`config.mk`:
```
export PLATFORM = sky130hd
export DESIGN_NAME = axi_isolate_sequencer
export DESIGN_NICKNAME = d
export VERILOG_FILES = /design/src/rtl/axi_isolate_seq_pkg.sv /design/src/rtl/axi_isolate_sequencer.sv
export SDC_FILE = /design/constraint.sdc
export NUM_CORES = 1
export LEC_CHECK = 0
export BUFFER_PORTS_ARGS = -buffer_cell sky130_fd_sc_hd__buf_2
export CAP_MARGIN = 10
export CORE_UTILIZATION = 40
export DETAILED_ROUTE_END_ITERATION = 10
export GPL_ROUTABILITY_DRIVEN = 0
export GPL_TIMING_DRIVEN = 1
export SKIP_CTS_REPAIR_TIMING = 1
export SYNTH_ARGS = -nofsm -noshare
export SYNTH_HDL_FRONTEND = slang
export SYNTH_SLANG_ARGS = --single-unit
```
`constraint.sdc`:
```
create_clock -name clk_i -period 4.8 [get_ports clk_i]
set_clock_uncertainty 0.15 [all_clocks]
set_input_delay 0.24 -clock clk_i [delete_from_list [all_inputs] [get_ports clk_i]]
set_output_delay 0.24 -clock clk_i [all_outputs]
set_load 0.05 [all_outputs]
```
`src/rtl/axi_isolate_seq_pkg.sv`:
```
// rtl/axi_isolate_seq_pkg.sv - state encoding and helpers for the AXI isolation sequencer
package axi_isolate_seq_pkg;

  typedef enum logic [2:0] {
    CONNECTED   = 3'd0,
    ISOLATING   = 3'd1,
    ISOLATED    = 3'd2,
    RST_ASSERT  = 3'd3,
    RST_RELEASE = 3'd4,
    DEISOLATING = 3'd5
  } state_e;

  function automatic int unsigned max3(input int unsigned a, input int unsigned b,
                                       input int unsigned c);
    int unsigned m;
    m = (a > b) ? a : b;
    return (m > c) ? m : c;
  endfunction

endpackage

```
`src/rtl/axi_isolate_sequencer.sv`:
```
// rtl/axi_isolate_sequencer.sv - sequences isolation, clock gating and reset of a downstream AXI domain
module axi_isolate_sequencer
  import axi_isolate_seq_pkg::*;
#(
  parameter int unsigned TimeoutCycles = 32'd1024,
  parameter int unsigned RstHoldCycles = 32'd16,
  parameter int unsigned SettleCycles  = 32'd4
) (
  input  logic       clk_i,
  input  logic       rst_ni,
  input  logic       isolate_req_i,
  input  logic       reset_req_i,
  input  logic       isolated_i,
  output logic       isolate_o,
  output logic       clk_en_o,
  output logic       domain_rst_no,
  output logic       busy_o,
  output logic       timeout_o,
  output logic [2:0] state_o
);

  localparam int unsigned MaxCycles = max3(TimeoutCycles, RstHoldCycles, SettleCycles);
  localparam int unsigned CntW      = $clog2(MaxCycles + 1);
  localparam bit          TimeoutEn = (TimeoutCycles != 0);

  localparam logic [CntW-1:0] TimeoutCnt    = CntW'(TimeoutCycles);
  localparam logic [CntW-1:0] RstLastCnt    = CntW'(RstHoldCycles - 1);
  localparam logic [CntW-1:0] SettleCnt     = CntW'(SettleCycles);
  localparam logic [CntW-1:0] SettleLastCnt = CntW'(SettleCycles - 1);

  if (RstHoldCycles == 0) begin : g_bad_rst_hold
    $error("RstHoldCycles must be at least 1");
  end
  if (SettleCycles == 0) begin : g_bad_settle
    $error("SettleCycles must be at least 1");
  end

  state_e            state_q, state_d;
  logic [CntW-1:0]   cnt_q, cnt_d;
  logic              rst_pend_q, rst_pend_d;
  logic              timeout_q, timeout_d;
  logic              rst_req_ok;
  logic              pend_now;
  logic              iso_hold;

  // Reset pulses are ignored while a domain reset is already underway.
  assign rst_req_ok = reset_req_i && (state_q != RST_ASSERT) && (state_q != RST_RELEASE);
  assign pend_now   = rst_pend_q || rst_req_ok;
  assign iso_hold   = (cnt_q < SettleCnt);

  always_comb begin
    state_d    = state_q;
    timeout_d  = timeout_q;
    rst_pend_d = pend_now;
    case (state_q)
      CONNECTED: begin
        if (isolate_req_i || pend_now) begin
          state_d   = ISOLATING;
          timeout_d = 1'b0;
        end
      end
      ISOLATING: begin
        if (TimeoutEn && (cnt_q == TimeoutCnt)) timeout_d = 1'b1;
        if (isolated_i) state_d = ISOLATED;
        else if (!isolate_req_i && !pend_now) state_d = DEISOLATING;
      end
      ISOLATED: begin
        if (pend_now) state_d = RST_ASSERT;
        else if (!isolate_req_i) state_d = DEISOLATING;
      end
      RST_ASSERT: begin
        if (cnt_q == RstLastCnt) state_d = RST_RELEASE;
      end
      RST_RELEASE: begin
        if (cnt_q == SettleLastCnt) begin
          state_d    = isolate_req_i ? ISOLATED : DEISOLATING;
          rst_pend_d = 1'b0;
        end
      end
      DEISOLATING: begin
        if (!iso_hold && !isolated_i) state_d = CONNECTED;
      end
      default: state_d = CONNECTED;
    endcase
  end

  always_comb begin
    if (state_d != state_q) cnt_d = '0;
    else if (&cnt_q)        cnt_d = cnt_q;
    else                    cnt_d = cnt_q + CntW'(1);
  end

  always_ff @(posedge clk_i or negedge rst_ni) begin
    if (!rst_ni) begin
      state_q    <= CONNECTED;
      cnt_q      <= '0;
      rst_pend_q <= 1'b0;
      timeout_q  <= 1'b0;
    end else begin
      state_q    <= state_d;
      cnt_q      <= cnt_d;
      rst_pend_q <= rst_pend_d;
      timeout_q  <= timeout_d;
    end
  end

  always_comb begin
    isolate_o     = 1'b1;
    clk_en_o      = 1'b1;
    domain_rst_no = 1'b1;
    busy_o        = 1'b1;
    case (state_q)
      CONNECTED: begin
        isolate_o = 1'b0;
        busy_o    = 1'b0;
      end
      ISOLATED: begin
        clk_en_o = 1'b0;
        busy_o   = 1'b0;
      end
      RST_ASSERT:  domain_rst_no = 1'b0;
      DEISOLATING: isolate_o     = iso_hold;
      default: ;
    endcase
  end

  assign timeout_o = timeout_q;
  assign state_o   = state_q;

  // The stage must hold isolated_o for as long as we keep the domain gated.
  isolated_held_a: assert property (@(posedge clk_i) disable iff (!rst_ni)
    (state_q == ISOLATED) |-> isolated_i);

endmodule

```
==> impl_metrics.py <==
metrics = {
    "run_status": {
        "outcome": "complete, no violations",
    },
    "final_layout": {
        "n_antenna_cell": 0,
        "syn_to_final_growth_pct": 7.227,
        "drive_gt1_share_pct": 23.48,
        "seqCellArea_um2": 400.4,
        "nets": 140,
        "multi_input_area_um2": 675.6,
        "num-fill-cells": 258,
    },
    "cts": {
        "htree_levels": 1,
        "cts_max_path_buffers": 2,
        "cts_tree": "yes",
        "path_clk_slew_ps": 100,
        "cts_num_sinks": 16,
        "root_buffer": "clkbuf_4",
        "cts_inserted_buffers": 3,
        "clock_latency_ps": 290,
    },
    "floorplanning": {
        "dieArea_um2": 3119,
        "die_w_um": 55.85,
        "start_util_pct": 42.06,
        "die_h_um": 55.85,
        "row_count": 19,
        "io_pins": 13,
        "core_area_um2": 2758,
    },
    "synth": {
        "yosys_warnings": 0,
        "async_flop_share_pct": 100.0,
        "synthFlopType": "dfrtp_1",
        "syn_nets": 131,
        "synth_edf_count": 0,
        "synth_top_area_share_pct": 34.52,
        "synthCells": 124,
        "mappedNetlistArea_um2": 1160,
        "synth_cell_types": 42,
        "synth_area_leaders": "dfrtp_1 35%, a211oi_2 7.6%, xor2_1 3.8%",
        "yosys-top-cells-count": "16 x dfrtp_1, 9 x nor2_1, 7 x a211oi_2, 7 x a21oi_1",
        "synth_seq_cells": 16,
        "syn-mean-instance-area_um2": 9.354,
        "yosys.area.top_type": "dfrtp_1",
        "yosys.cell_count.top_type": "dfrtp_1",
        "yosysSeqAreaShare_pct": 34.52,
    },
    "critical_path": {
        "start_kind": "flip-flop",
        "worstSetupPathType": "flip-flop to output port",
        "endpoint_kind": "output port",
        "worstPathRequired_ps": 4410,
        "arrival_ps": 2240,
        "path_max_fanout": 7,
    },
    "route": {
        "first_pass_iters": 4,
        "vias": 1027,
        "drcViolationCount": 0,
        "drt_iter0_markers": 37,
        "wirelength_um": 2595,
        "wl_per_cell_um": 15.92,
        "via_per_inst": 6.301,
        "ant_nets": 0,
    },
    "sta": {
        "finalSetupTns_ps": 0,
        "rsz0062_at_grt": "no",
        "min_period_ps": 2634,
        "setup_viol": 0,
        "drv_slew": 0,
        "hold_violations": 0,
        "post-route-period-util_pct": 54.87,
        "slew_headroom_pct": 31.39,
        "worst_pin_slew_ps": 1023,
        "max_freq_mhz": 379.7,
    },
    "hold_path": {
        "hold_path_class": "input pin to flip-flop",
    },
    "power": {
        "p_leak_uw": 0.0005131,
        "vdd_drop_max_mv": 0.4310,
        "power_density_nw_per_um2": 479.2,
        "power.total_uw": 596.0,
    },
    "place": {
        "dp_hpwl_um": 1963,
        "io_buffers": 12,
    },
    "global_route": {
        "overflow": 0,
        "first_global_vias": 928,
        "grt_max_degree": 17,
        "grt_pass1_wl_um": 4533,
        "grt_usage_pct": 18.44,
        "grt_antenna_before_repair": 0,
    },
    "run": {
        "drv_cap": 0,
    },
}
## where the power goes
group	total (µW)	switching, µW	internal (µW)	leakage, µW
Clock	92.2	46.0	46.2	0.0000210
Sequential	190	36.1	154	0.000210
Combinational	314	223	90.1	0.000282
## cells in the final DEF, fill, tap and decap left out, types with 4 or more instances in the layout
| master | count |
|---|---|
| a211oi_2 | 7 |
| a21oi_1 | 7 |
| a31oi_1 | 4 |
| and3_1 | 4 |
| buf_2 | 12 |
| dfrtp_1 | 16 |
| inv_1 | 6 |
| nand2_1 | 6 |
| nand3_1 | 5 |
| nand4_1 | 6 |
| nor2_1 | 9 |
| o21ai_0 | 4 |
| xor2_1 | 5 |
## worst max-delay path: stages (launching register included)
cell and delay [ps]:
dfrtp_1 420, or4_1 690, nor4_4 330, nor3_1 70, o21ai_0 150, buf_2 290
## final timing paths
path	start	end	slack [ps]	depth (start not counted)
setup / recovery	cnt_q[9]	isolate_o	2170	5
hold / removal	isolated_i	state_o[1]	70	3
max in group asynchronous	rst_ni	cnt_q[8]	4010	2
min in group asynchronous	rst_ni	rst_pend_q	220	2
setup reg to reg	cnt_q[9]	cnt_q[0]	2220	4
hold reg to reg	timeout_o	timeout_o	370	2
## sequential cells by signal (all words and copies together) (netlist names)
register	flops
rst_pend_q	1
timeout_o	1
state_o	3
cnt_q	11
## cell families after synthesis
kind of cell / count (synthesis) / share of synthesized area (%)
AO/OA/AOI/OAI: 35 / 25.35
XOR/XNOR: 6 / 4.531
adder cells (fa/ha/maj): 2 / 2.157
buffers and inverters: 15 / 7.228
flip-flops: 16 / 34.52
AND/OR/NAND/NOR: 50 / 26.21
## final cells by class
| class | instances | area share [%] |
|---|---|---|
| clock buffers | 4 | 2.918 |
| inverters | 6 | 1.811 |
| multi-input cells | 93 | 54.33 |
| flip-flops and latches | 16 | 32.19 |
| well taps | 31 | 3.119 |
| repair buffers | 13 | 5.634 |
## routing by layer
metal	vias up	GRT usage, %	routed length (µm)
li1	493	-	-
met1	487	25.82	1212
met2	39	28.40	1191
met4	0	6.272	46
met3	8	3.953	145
met5	-	0	0
## stage by stage
stage	instance area [µm²]	std cells	utilization (%)	worst slack, ps	hold slack (ps)
2_1_floorplan	1160	124	-	1936	-205.6
3_3_place_gp	1197	158	43.42	2310	27.62
3_5_place_dp	1197	158	43.42	2239	19.29
4_1_cts	1234	162	44.74	2164	-303.8
5_1_grt	1244	163	45.10	2069	84.26
6_report	1244	163	45.10	2166	70.42
No activity file was read; power rests on OpenSTA's default activity.
